--- src/rtl/core_pkg.sv ---
// Shared core types and constants for the instruction fetch path.
// Latency: n/a (types and constants only).
// Backpressure: n/a.
// Contents: XLEN/INST_W/PC_STEP constants, the prefetch bus FSM state
// enum and the {pc, inst} entry struct queued by the prefetch buffer.
package core_pkg;

  localparam int XLEN    = 32;
  localparam int INST_W  = 32;
  localparam int PC_STEP = 4;

  typedef enum logic [1:0] {
    IDLE  = 2'd0,
    REQ   = 2'd1,
    DRAIN = 2'd2
  } prefetch_state_t;

  typedef struct packed {
    logic [XLEN-1:0]   pc;
    logic [INST_W-1:0] inst;
  } prefetch_entry_t;

endpackage

--- src/rtl/prefetch_fifo.sv ---
// Generic synchronous FIFO with flush; holds prefetched {pc, inst} entries.
// Latency: a push is visible at pop_dat the cycle after the write edge.
// Backpressure: push is dropped when full; pop is ignored when empty.
// Ports: clk, rst_n (async active-low); flush clears occupancy and wins
// over push/pop; push/push_dat write; pop/pop_dat read the head (zero when
// empty); full, empty and count report occupancy (0..DEPTH).
module prefetch_fifo #(
  parameter int DEPTH = 4,
  parameter int WIDTH = 32,
  localparam int AW = $clog2(DEPTH),
  localparam int CW = AW + 1
) (
  input  logic             clk,
  input  logic             rst_n,
  input  logic             flush,
  input  logic             push,
  input  logic [WIDTH-1:0] push_dat,
  input  logic             pop,
  output logic [WIDTH-1:0] pop_dat,
  output logic             full,
  output logic             empty,
  output logic [CW-1:0]    count
);

  logic [WIDTH-1:0] mem [DEPTH];
  logic [AW-1:0]    wr_ptr;
  logic [AW-1:0]    rd_ptr;
  logic             do_push;
  logic             do_pop;

  assign full    = (count == CW'(DEPTH));
  assign empty   = (count == '0);
  assign do_push = push && !full && !flush;
  assign do_pop  = pop && !empty && !flush;

  // Head is forced to zero when empty so the fetch outputs read as zero
  // after reset and after a flush.
  assign pop_dat = empty ? '0 : mem[rd_ptr];

  always_ff @(posedge clk or negedge rst_n) begin
    if (!rst_n) begin
      wr_ptr <= '0;
      rd_ptr <= '0;
      count  <= '0;
    end else if (flush) begin
      wr_ptr <= '0;
      rd_ptr <= '0;
      count  <= '0;
    end else begin
      if (do_push) wr_ptr <= wr_ptr + AW'(1);
      if (do_pop)  rd_ptr <= rd_ptr + AW'(1);
      case ({do_push, do_pop})
        2'b10:   count <= count + CW'(1);
        2'b01:   count <= count - CW'(1);
        default: count <= count;
      endcase
    end
  end

  // Storage needs no reset: entries are only read when count says valid.
  always_ff @(posedge clk) begin
    if (do_push) mem[wr_ptr] <= push_dat;
  end

endmodule

--- src/rtl/inst_prefetch.sv ---
// Instruction prefetch buffer: sequential word reads queued for the fetch stage.
// Latency: ack to fetch_valid is 1 cycle (0 with INST_PREFETCH_BYPASS_EN).
// Backpressure: stops issuing reads when the queue is full; redirect flushes.
// Ports: clk, rst_n (async active-low); redirect/redirect_pc restart fetch;
// fetch_valid/fetch_pc/fetch_inst/fetch_ready hand entries to fetch;
// mem_req/mem_addr/mem_ack/mem_rdata form the one-outstanding read bus.
// Optional macro INST_PREFETCH_BYPASS_EN: present the acked word to fetch
// combinationally when the queue is empty.
module inst_prefetch
  import core_pkg::*;
#(
  parameter int              DEPTH    = 4,
  parameter logic [XLEN-1:0] RESET_PC = 32'h0000_0000
) (
  input  logic              clk,
  input  logic              rst_n,
  input  logic              redirect,
  input  logic [XLEN-1:0]   redirect_pc,
  output logic              fetch_valid,
  output logic [XLEN-1:0]   fetch_pc,
  output logic [INST_W-1:0] fetch_inst,
  input  logic              fetch_ready,
  output logic              mem_req,
  output logic [XLEN-1:0]   mem_addr,
  input  logic              mem_ack,
  input  logic [INST_W-1:0] mem_rdata
);

  localparam int CW = $clog2(DEPTH) + 1;

  prefetch_state_t state_q, state_d;
  logic [XLEN-1:0] next_pc_q, next_pc_d;
  logic [XLEN-1:0] addr_q, addr_d;
  logic [XLEN-1:0] addr_inc;
  logic [XLEN-1:0] redirect_aligned;

  logic            ack_take;
  logic            push;
  logic            pop;
  logic            fifo_full;
  logic            fifo_empty;
  logic [CW-1:0]   fifo_count;
  logic [CW-1:0]   cnt_post;
  prefetch_entry_t push_entry;
  prefetch_entry_t head;

  assign addr_inc         = addr_q + XLEN'(PC_STEP);
  assign redirect_aligned = redirect_pc & ~XLEN'(PC_STEP - 1);

  // A word is accepted only from REQ and only when no redirect voids it;
  // acks seen in DRAIN or alongside a redirect are thrown away.
  assign ack_take   = (state_q == REQ) && mem_ack && !redirect;
  assign push_entry = '{pc: addr_q, inst: mem_rdata};
  assign pop        = !fifo_empty && fetch_ready && !redirect;

`ifdef INST_PREFETCH_BYPASS_EN
  logic byp_hit;

  assign byp_hit     = fifo_empty && ack_take;
  assign fetch_valid = !fifo_empty || byp_hit;
  assign fetch_pc    = byp_hit ? addr_q    : head.pc;
  assign fetch_inst  = byp_hit ? mem_rdata : head.inst;
  // A bypassed word taken by fetch in the ack cycle never enters the queue.
  assign push        = ack_take && !(byp_hit && fetch_ready);
`else
  assign fetch_valid = !fifo_empty;
  assign fetch_pc    = head.pc;
  assign fetch_inst  = head.inst;
  assign push        = ack_take;
`endif

  // Occupancy after this edge; decides whether the next read can start
  // back to back without risking an ack with no free slot.
  assign cnt_post = fifo_count + CW'(push) - CW'(pop);

  prefetch_fifo #(
    .DEPTH (DEPTH),
    .WIDTH ($bits(prefetch_entry_t))
  ) u_fifo (
    .clk      (clk),
    .rst_n    (rst_n),
    .flush    (redirect),
    .push     (push),
    .push_dat (push_entry),
    .pop      (pop),
    .pop_dat  (head),
    .full     (fifo_full),
    .empty    (fifo_empty),
    .count    (fifo_count)
  );

  always_comb begin
    state_d   = state_q;
    next_pc_d = next_pc_q;
    addr_d    = addr_q;
    case (state_q)
      IDLE: begin
        if (!fifo_full && !redirect) begin
          addr_d  = next_pc_q;
          state_d = REQ;
        end
      end
      REQ: begin
        if (redirect) begin
          // Without an ack the read is still in flight and must be waited out.
          state_d = mem_ack ? IDLE : DRAIN;
        end else if (mem_ack) begin
          next_pc_d = addr_inc;
          if (cnt_post < CW'(DEPTH)) begin
            addr_d  = addr_inc;
            state_d = REQ;
          end else begin
            state_d = IDLE;
          end
        end
      end
      DRAIN: begin
        if (mem_ack) state_d = IDLE;
      end
      default: state_d = IDLE;
    endcase
    if (redirect) next_pc_d = redirect_aligned;
  end

  always_ff @(posedge clk or negedge rst_n) begin
    if (!rst_n) begin
      state_q   <= IDLE;
      next_pc_q <= RESET_PC;
      addr_q    <= RESET_PC;
    end else begin
      state_q   <= state_d;
      next_pc_q <= next_pc_d;
      addr_q    <= addr_d;
    end
  end

  assign mem_req  = (state_q != IDLE);
  assign mem_addr = addr_q;

endmodule

--- config.mk ---
export PLATFORM = sky130hd
export DESIGN_NAME = inst_prefetch
export DESIGN_NICKNAME = d
export VERILOG_FILES = /design/src/rtl/core_pkg.sv /design/src/rtl/prefetch_fifo.sv /design/src/rtl/inst_prefetch.sv
export SDC_FILE = /design/constraint.sdc
export NUM_CORES = 1
export LEC_CHECK = 0
export ABC_AREA = 0
export CAP_MARGIN = 0
export CORE_UTILIZATION = 30
export CTS_BUF_LIST = sky130_fd_sc_hd__clkbuf_4 sky130_fd_sc_hd__clkbuf_8
export DETAILED_ROUTE_END_ITERATION = 6
export PLACE_DENSITY_LB_ADDON = 0.1
export SLEW_MARGIN = 20
export SYNTH_ARGS = -nofsm -noshare
export SYNTH_HDL_FRONTEND = slang
export SYNTH_SLANG_ARGS = --single-unit
--- constraint.sdc ---
create_clock -name clk -period 5.4 [get_ports clk]
set_clock_uncertainty 0.1 [all_clocks]
set_input_delay 0.81 -clock clk [delete_from_list [all_inputs] [get_ports clk]]
set_output_delay 0.81 -clock clk [all_outputs]
set_load 0.01 [all_outputs]
Word-level counts from Yosys, hierarchy flattened
Memories as Yosys holds them, arrays and structs flattened.
Cells that the tools add are included.
Widths: inputs -> output; s select.
- flip-flop bits (word level): 73
- bits in writable memories: 256
- output and inout port bits: 98
- logic and storage cells: 74
- memories: 1
- memory list (name ; words ; bits a word ; rd ports ; clocked after memory_dff ; write ports ; RTL line ; RTL):
    u_fifo.mem ; 4 ; 64 ; 1 ; 0 ; 1 ; prefetch_fifo.sv:25 ; logic [WIDTH-1:0] mem [DEPTH];
- $add $sub $neg: 7
- order comparisons: 1
- eq/ne operators: 11
- multiplexer cells: 24
- reduce and logical (&&, ||, !) cells: 24
- operator list (cell ; count):
    $mux 32 ; 7
    $mux 64 ; 1
    $pmux 32 s2 ; 1
    $add 32x3->32 const B ; 1
    $mux 2 ; 9
    $reduce_bool 2->1 ; 6
    $logic_and 1x1->1 ; 9
    $ne 2x2->1 const B ; 4
    $pmux 2 s3 ; 1
    $pmux 3 s2 ; 1
    $reduce_and 5->1 ; 1
    $add 2x1->2 const B ; 2
    $eq 2x1->1 const B ; 2
    $eq 2x2->1 const B ; 2
    $add 3x1->3 ; 1
    $add 3x1->3 const B ; 1
    $eq 3x3->1 const B ; 1
    $logic_not 1->1 ; 3
    $logic_not 3->1 ; 1
    $lt 3x3->1 const B ; 1
    $mux 1 ; 3
    $mux 3 ; 1
    $ne 3x3->1 const B ; 1
    $reduce_and 3->1 ; 1
    other kinds (6) ; 6

Depth between registers and ports, before layout
Gate-level depths: netlist of run 1.
- depth in word-level cells: 10
- gate-level depth with buffers: 14
- mapped depth without buffers: 12

By module
From an unflattened synthesis of run 1, not the netlist that was laid out.
- cells, all modules: 945
- area total of the unflattened synthesis: 14380.0 um^2
- modules (own cells, without submodules) (module ; times used ; cells each ; area an instance (um^2) ; seq. area each (um^2)):
    prefetch_fifo ; 1 ; 467 ; 10201.0 ; 7862.5
    inst_prefetch ; 1 ; 478 ; 4179.0 ; 1651.6

Worst setup path after synthesis of run 1
Ideal clock, no wire load.
- kind: input port to flip-flop
- from: input port mem_ack
- to: memory u_fifo.mem[0][0] (netlist bit) (enable)
- arrival: 3.184 ns
- required time: 4.871 ns
- slack: 1.687 ns
- stages on the path: 5
- path through: nand3b_1 > or2_2 > nor2b_1 > buf_2 > and2_1
- cells in the longest elaborated chain, start to end: 6
- RTL lines (what ; RTL line ; RTL):
    start, declared ; inst_prefetch.sv:25 ; input logic mem_ack,
    $logic_and 1x1->1 (2 in a row) ; inst_prefetch.sv:52 ; assign ack_take = (state_q == REQ) && mem_ack && !redirect;
    $logic_and 1x1->1 (2 in a row) ; prefetch_fifo.sv:33 ; assign do_push = push && !full && !flush;
    $mux 1 ; prefetch_fifo.sv:62 ; if (do_push) mem[wr_ptr] <= push_dat;
    $mux 1 (implied by the code) ; prefetch_fifo.sv:62 ;
    end, declared ; prefetch_fifo.sv:25 ;
Every way passes these cells.

Worst setup path after layout of run 1
- from: register u_fifo.rd_ptr[0]
- to: output port fetch_inst[17]
- cells in the longest elaborated chain, start to end: 2
- RTL lines (what ; RTL line ; RTL):
    start, declared ; prefetch_fifo.sv:27 ; logic [AW-1:0] rd_ptr;
    start signal, assigned ; prefetch_fifo.sv:51 ; if (do_pop) rd_ptr <= rd_ptr + AW'(1);
    $mem_v2 4x64 ; - ;
    $mux 64 ; prefetch_fifo.sv:38 ; assign pop_dat = empty ? '0 : mem[rd_ptr];
    end, declared ; inst_prefetch.sv:21 ; output logic [INST_W-1:0] fetch_inst,
Every way passes these cells.

==> results.toml, run 1 <==
[run_status]
status = "complete, no violations"

[power]
switchingPower_uw = 2990
p_clk_share_pct = 27.4
intPower_uw = 6110
swShare_pct = 32.9
p_per_area_nw_per_um2 = 519
vdd_ir_drop_max_mv = 0.261
seq_power_share_pct = 40.3
p_total_uw = 9100
power_leakage_uw = 0.00593
comb_power_share_pct = 32.2

[timing]
hold_viol = 0
slew_headroom_pct = 34.9
tightest_slew_ps = 976
finalSetupTns_ps = 0
finalSetupViolCount = 0
max_freq_ghz = 0.240
grt_setup_unrepaired = "no"
drv_slew = 0
period_share_pct = 77.1
final.min_clock_period_ps = 4160
fin_ws_ps = 1240

[synth]
syn_inst = 901
ys_dominant_reg_cell = "edfxtp_1"
ys_types = 48
synth_top_cell_by_area = "edfxtp_1"
ys_seq_area_share_pct = 68.5
synth_top_area_share_pct = 55.3
synth_area_leaders = "edfxtp_1 (55%), dfrtp_1 (13%), mux4_2 (10%), and2_1 (3.1%), nand2_1 (1.8%)"
avgSynthCellArea_sq_um = 15.4
netlist_area_sq_um = 13900
ys_seq_elements = 329
synthArstFlopShare_pct = 22.2
yosysWarnings = 0
synth-edff-count = 256
syn_nets = 978

[worst_setup_path]
worstPathMaxFanout = 33
path_class = "reg2out"
critical_path.startpoint_type = "flip-flop"
required_ps = 4490
critPathCaptureType = "primary output"
arrival_ps = 3250
reg2reg_slack_ps = 2110

[placement]
io_buffers = 164
dpl.cell_count = 1633
place.gp.congestion = 0.718
dpl_worst_slack_ps = 1550
dp_hpwl_um = 20500

[clocking]
cts_max_path_buffers = 3
clk_pin_slew_ps = 60
hold_buffers = 0
cts_resized = 0
post_cts_buffers = 0
insertion_delay_ps = 650
htreeDepth = 2
cts.root.buffer_cell = "clkbuf_8"
cts_tree = "yes"
cts_buffers = 60
clock-sinks = 329

[layout]
syn_to_final_growth_pct = 26.3
n_fill_cell = 4347
drive_above_1_share_pct = 18.7
multiInputGateArea_sq_um = 4130
final_util_pct = 38.5
insertedDiodeCount = 0
stdcell_count = 1747
nets = 1172
ff_latch_area_sq_um = 9520

[global_route]
grt_pass1_wl_um = 53400
grt_pass1_vias = 8392
overflow = 0
antenna_found_initial = 0
track_usage_pct = 15.2
grt_max_degree = 69

[route]
dr.pass1.iters = 4
drtIter0Drc = 369
routed_via_density = 4.73
avgRoutedWirePerCell_um = 20.2
vias = 8261
wl_um = 35300
antenna_left = 0
drc = 0

[floorplanning]
die-area_sq_um = 47200
initial_utilization_pct = 30.5
die_height_um = 217
placementRows = 78
core_area_sq_um = 45600
io_pins = 167
die_w_um = 217

[job]
maxCapViolations = 0

[min_path]
min_path_type = "in2async"
[path summary, 6_finish.rpt]
check	from	depth (start not counted)	end
hold reg to reg	next_pc_q[1]	1	mem_addr[1]
setup / recovery	u_fifo.rd_ptr[0]	4	fetch_inst[17]
max in group asynchronous	rst_n	2	mem_addr[12]
setup reg to reg	u_fifo.count[1]	13	mem_addr[24]
min in group clk	next_pc_q[1]	1	mem_addr[1]
hold / removal	rst_n	1	mem_addr[20]
[synth_stat cells, types with 7 or more instances]
cell type and number:
a21oi_1 39, a2bb2oi_1 8, a31oi_1 7, and2_1 69
and3_1 9, buf_2 13, clkbuf_1 33, dfrtp_1 73
edfxtp_1 256, ha_1 7, inv_1 11, mux2i_1 10
mux4_2 64, nand2_1 66, nand3_1 10, nor2_1 57
nor3_1 9, nor3b_1 9, o21ai_0 39, o22ai_1 12
o31ai_1 7, xnor2_1 24, xor2_1 11
[layer usage]
metal / up-vias / global-route usage, % / share of wire, %
li1: 3829 / - / -
met1: 4183 / 21.4 / 48
met2: 197 / 22.9 / 45
met3: 52 / 4.00 / 5.1
met4: 0 / 4.34 / 1.9
met5: - / 0 / 0
[sequential cells by signal (all words and copies together), names as in the netlist]
name / count
u_fifo.mem: 256
mem_addr: 32
next_pc_q: 32
u_fifo.count: 3
state_q: 2
u_fifo.rd_ptr: 2
u_fifo.wr_ptr: 2
[power by group through the flow]
stage               clock network, uW  registers [uW]  logic (uW)
detailed placement                  0            3740        2990
CTS                              2600            3690        3010
global placement                    0            3730        2990
floorplan                           0            3510        1720
global route                     2700            3750        3220
finish                           2500            3670        2930
[worst max-delay path, stage by stage (launching register included)]
cell and delay, ps:
dfrtp_4 930, buf_4 470, mux4_2 550, and2_1 190, clkdlybuf4s50_1 480
[metrics by stage]
stage          hold WS, ps  area, sq um
4_1_cts               37.7        17500
2_1_floorplan          380        13900
6_report              83.4        17500
5_1_grt               70.0        17500
3_3_place_gp           388        16300
3_5_place_dp           399        16300
[final cells by class]
type	count	share of cell area (%)
Clock buffer	87	6.11
Clock inverter	27	1.17
Inverter	11	0.235
Multi-Input combinational cell	508	23.5
Sequential cell	329	54.3
Tap cell	600	4.28
Timing Repair Buffer	185	10.4
[kinds of logic after synthesis]
family / share of synthesized area (%)
compound gates: 5.96
xor+xnor: 2.21
fa+ha+maj: 0.774
buf+inv: 1.94
flops: 68.5
mux: 11.3
simple gates: 9.38
[layout by cell type (no fill, tap or decap), types with 5 or more instances in the layout]
cell type and instances:
clkinv_1 8, buf_4 19, xor2_1 11, mux4_2 64, ha_1 7, clkbuf_4 20
clkdlybuf4s50_1 162, nand2_1 66, mux2i_1 10, a2bb2oi_1 8, nand3_1 10, o31ai_1 7
nor3_1 9, xnor2_1 24, or2_2 6, nor2_1 56, and3_1 9, nor3b_1 9
a31oi_1 7, a22oi_1 6, and2_1 65, nand4_1 5, clkinv_2 14, edfxtp_1 256
dfrtp_1 71, a21oi_1 39, inv_1 11, o22ai_1 12, o22a_1 6, clkbuf_8 67
o21ai_0 39
Power figures use the tool's default switching activity.
==> run 2, diff against run 1 <==
- clock period: 5.4 -> 4 ns (I/O delays scaled with it)
==> results.toml, run 2 (synthesized netlist as in run 1, its figures left out) <==
[power]
p_per_area_nw_per_um2 = 700
vdd_ir_drop_max_mv = 0.282
power_leakage_uw = 0.00599

[layout]
n_fill_cell = 4309
multiInputGateArea_sq_um = 4130
syn_to_final_growth_pct = 27.4
largest_reg_flops = 256
stdcell_count = 1749
drive_above_1_share_pct = 18.8
ff_latch_area_sq_um = 9520
nets = 1176
layout_common_cells = "edfxtp_1 (256), clkdlybuf4s50_1 (162), clkbuf_8 (71), dfrtp_1 (71), nand2_1 (66)"
registers.top_by_ff_count = "u_fifo.mem"
mostFrequentLayoutCell = "edfxtp_1"

[placement]
io_buffers = 164
dpl.cell_count = 1637
dpl_worst_slack_ps = 655
dp_hpwl_um = 21000
place.gp.congestion = 0.681

[clocking]
insertion_delay_ps = 650
hold_buffers = 1
cts.root.buffer_cell = "clkbuf_8"
htreeDepth = 2
cts_max_path_buffers = 3
cts_buffers = 59
cts_tree = "yes"
cts_resized = 0
post_cts_buffers = 0
clock-sinks = 329
clk_pin_slew_ps = 50

[worst_setup_path]
critPathCaptureType = "primary output"
required_ps = 3300
slowest_delay_ps = 710
path_class = "reg2out"
reg2reg_from = "u_fifo.count[1]"
r2r-end = "mem_addr[21]"
crit_start = "u_fifo.rd_ptr[0]"
reg2reg_slack_ps = 970
critical_path.slowest_cell = "dfrtp_4"
path_cells = "buf_12 -> mux4_2 -> and2_1 -> clkdlybuf4s50_1"
critical_path.startpoint_type = "flip-flop"
crit_path_end = "fetch_pc[1]"
worstPathMaxFanout = 29
reg2reg_depth = 13
arrival_ps = 2920

[timing]
drv_slew = 0
period_share_pct = 90.4
tightest_slew_ps = 793
grt_setup_unrepaired = "no"
slew_headroom_pct = 47.2
max_freq_ghz = 0.276
final.min_clock_period_ps = 3620
fin_ws_ps = 383
finalSetupViolCount = 0
finalSetupTns_ps = 0
hold_viol = 0

[route]
dr.pass1.iters = 4
drtIter0Drc = 446
wl_um = 35700
antenna_left = 0
routed_via_density = 4.79
drc = 0
avgRoutedWirePerCell_um = 20.4
vias = 8380

[run_status]
status = "complete, no violations"

[global_route]
track_usage_pct = 15.4
grt_pass1_wl_um = 53900
grt_max_degree = 67
grt_pass1_vias = 8518
overflow = 0
antenna_found_initial = 1

[floorplanning]
io_pins = 167
die-area_sq_um = 47200
placementRows = 78
core_area_sq_um = 45600
initial_utilization_pct = 30.5
die_w_um = 217
die_height_um = 217

[job]
maxCapViolations = 0

[min_path]
min_path_type = "in2reg"
## run 2: cell count changes in the layout (fill, tap and decap cells not counted), moves of 3 or more
cell	previous run	this run
buf_12	3	10
clkbuf_4	20	24
clkinv_2	14	3
clkbuf_8	67	71
buf_4	19	16
## run 2: stage by stage
stage | instance area, sq um | utilization, % | total power (uW) | hold slack, ps
2_1_floorplan | 13900 | - | 7050 | 204
3_3_place_gp | 16400 | 36.0 | 9140 | 393
6_report | 17700 | 38.9 | 12400 | 261
5_1_grt | 17700 | 38.8 | 13200 | 219
4_1_cts | 17700 | 38.8 | 12700 | 193
3_5_place_dp | 16400 | 36.0 | 9160 | 403
## run 2: critical path: cells and delay by family (launching register included)
family,cells,cell delay (ps)
buffers and inverters,2,840
DFF,1,710
and+or+nand+nor,1,170
muxes,1,540
## run 2: worst min path at each step
stage	end	slack [ps]	startpoint	cells past startpoint
2_1_floorplan	mem_addr[0]	200	rst_n	0
3_3_place_gp	mem_addr[0]	390	next_pc_q[0]	1
3_5_place_dp	mem_addr[0]	400	next_pc_q[0]	1
4_1_cts	u_fifo.count[1]	190	redirect	2
5_1_grt	u_fifo.count[1]	220	redirect	2
6_report	u_fifo.count[1]	260	redirect	2
## run 2: cell type report
type,count,area share [%]
Antenna cell,1,0.0141
Clock buffer,95,6.54
Clock inverter,15,0.834
Inverter,11,0.233
Multi-Input combinational cell,508,23.3
Sequential cell,329,53.8
Tap cell,600,4.24
Timing Repair Buffer,190,11.1
## run 2: metal layers
metal | up-vias | GRT usage [%] | wire, um
met1 | 4283 | 21.6 | 17200
li1 | 3834 | - | -
met3 | 67 | 3.89 | 1770
met5 | - | 0 | 13
met2 | 194 | 23.4 | 16000
met4 | 2 | 4.48 | 773
## run 2: power by group
group	internal, uW	leakage, uW	switching [uW]
clock network	2020	0.000691	1400
registers	4240	0.00318	638
logic	2140	0.00212	1970
==> run 3, diff against run 2 <==
- CTS_BUF_LIST: sky130_fd_sc_hd__clkbuf_4 sky130_fd_sc_hd__clkbuf_8 -> default
- TNS_END_PERCENT: default -> 30
==> results.toml, run 3 (synthesized netlist as in run 1, its figures left out) <==
[run_status]
status = "complete, no violations"

[route]
wl_um = 35400
wl_met2_um = 15900
vias = 8193
met3WireLength_um = 1760
antenna_left = 0
drtIter0Drc = 458
wl_met1_um = 16900
drc = 0
avgRoutedWirePerCell_um = 20.7
routed_via_density = 4.80
dr.pass1.iters = 5
maxUsedRoutingLayer = "met5"

[clocking]
hold_buffers = 0
cts_buffers = 39
insertion_delay_ps = 550
cts_tree = "yes"
cts.root.buffer_cell = "clkbuf_16"
cts_max_path_buffers = 3
clk_pin_slew_ps = 60
clock-sinks = 329
post_cts_buffers = 0
cts_resized = 0
htreeDepth = 2

[worst_setup_path]
r2r-end = "mem_addr[21]"
critPathCaptureType = "primary output"
worstPathMaxFanout = 29
required_ps = 3300
reg2reg_depth = 13
reg2reg_slack_ps = 980
reg2reg_from = "u_fifo.count[1]"
crit_buf_inv = 2
critPathTopFamily = "buffers and inverters"
path_class = "reg2out"
path_cells = "buf_12 -> mux4_2 -> and2_1 -> clkdlybuf4s50_1"
arrival_ps = 2810
critical_path.slowest_cell = "dfrtp_4"
critical_path.startpoint_type = "flip-flop"
cp.depth = 4
slowest_delay_ps = 700

[timing]
final.min_clock_period_ps = 3510
finalSetupViolCount = 0
period_share_pct = 87.7
finalSetupTns_ps = 0
tightest_slew_ps = 788
drv_slew = 0
grt_setup_unrepaired = "no"
hold_viol = 0
slew_headroom_pct = 47.4
max_freq_ghz = 0.285

[layout]
final_cell_area_sq_um = 17700
registers.top_by_ff_count = "u_fifo.mem"
nets = 1155
layout_common_cells = "edfxtp_1 (256), clkdlybuf4s50_1 (162), dfrtp_1 (71)"
drive_above_1_share_pct = 15.0
syn_to_final_growth_pct = 27.2
mostFrequentLayoutCell = "edfxtp_1"
n_fill_cell = 4285
largest_reg_flops = 256

[floorplanning]
core_area_sq_um = 45600
die_height_um = 217
die_w_um = 217
placementRows = 78
die-area_sq_um = 47200
io_pins = 167
initial_utilization_pct = 30.5

[global_route]
grt_pass1_wl_um = 53600
overflow = 0
track_usage_pct = 15.3
antenna_found_initial = 2
grt_pass1_vias = 8418
grt_max_degree = 67

[placement]
dpl_cell_area_sq_um = 16400
place.gp.congestion = 0.681
io_buffers = 164
dp_hpwl_um = 21000

[job]
maxCapViolations = 0

[power]
p_per_area_nw_per_um2 = 711
power_leakage_uw = 0.00591
vdd_ir_drop_max_mv = 0.299

[min_path]
min_path_type = "in2async"
==> run 3: changes by cell type in the layout (fill, tap and decap cells not counted), moves of 2 or more <==
cell	previous run	this run
bufinv_16	3	5
clkbuf_4	24	0
clkbuf_16	0	41
clkinv_2	3	5
clkinv_1	7	5
clkbuf_8	71	1
clkbuf_1	0	10
==> run 3: report_power, final <==
group / total [uW] / leakage, uW / internal (uW) / switching [uW]
logic: 4100 / 0.00211 / 2130 / 1970
clock network: 3580 / 0.000622 / 2200 / 1370
registers: 4880 / 0.00318 / 4240 / 638
total: 12600 / 0.00591 / 8580 / 3980
==> run 3: worst reg2reg max path, delay by kind of cell (launching register included) <==
| family | cells | cell delay (ps) |
|---|---|---|
| AO/OA/AOI/OAI | 3 | 550 |
| XOR/XNOR | 1 | 140 |
| adder cells (fa/ha/maj) | 2 | 310 |
| buffers and inverters | 2 | 420 |
| flip-flops | 1 | 460 |
| AND/OR/NAND/NOR | 5 | 940 |
==> run 3: layer usage <==
metal	vias to the layer above	track usage [%]
met5	-	0
met4	2	4.86
met3	46	2.98
met2	207	23.5
met1	4170	21.7
li1	3768	-
==> run 3: per-stage QoR <==
step	hold WS (ps)	util, %	worst slack, ps	power (uW)	std cells
floorplan	204	-	497	7050	901
global placement	393	36.0	667	9140	1637
detailed placement	403	36.0	655	9160	1637
CTS	17.4	38.8	390	12800	1705
global route	54.5	38.8	313	13300	1705
finish	17.2	38.8	492	12600	1706
==> run 3: worst max path at each step <==
stage	slack, ps	endpoint	startpoint
final	490	fetch_pc[1]	u_fifo.rd_ptr[0]
after global routing	310	fetch_pc[18]	u_fifo.rd_ptr[0]
after CTS	390	fetch_pc[1]	u_fifo.rd_ptr[0]
after detailed placement	650	mem_addr[21]	fetch_ready
after global placement	670	u_fifo.mem[2][5]	mem_ack
after floorplan	500	u_fifo.mem[0][0]	mem_ack
==> run 3: layout make-up <==
cell class / count / area, sq um / area share [%]
timing repair buffer: 189 / 1950 / 11.0
inverter: 11 / 41.3 / 0.234
tap: 600 / 751 / 4.25
clock inverter: 16 / 201 / 1.14
antenna: 1 / 2.50 / 0.0142
clock buffer: 52 / 1080 / 6.10
sequential: 329 / 9520 / 53.9
multi-input combinational: 508 / 4130 / 23.4
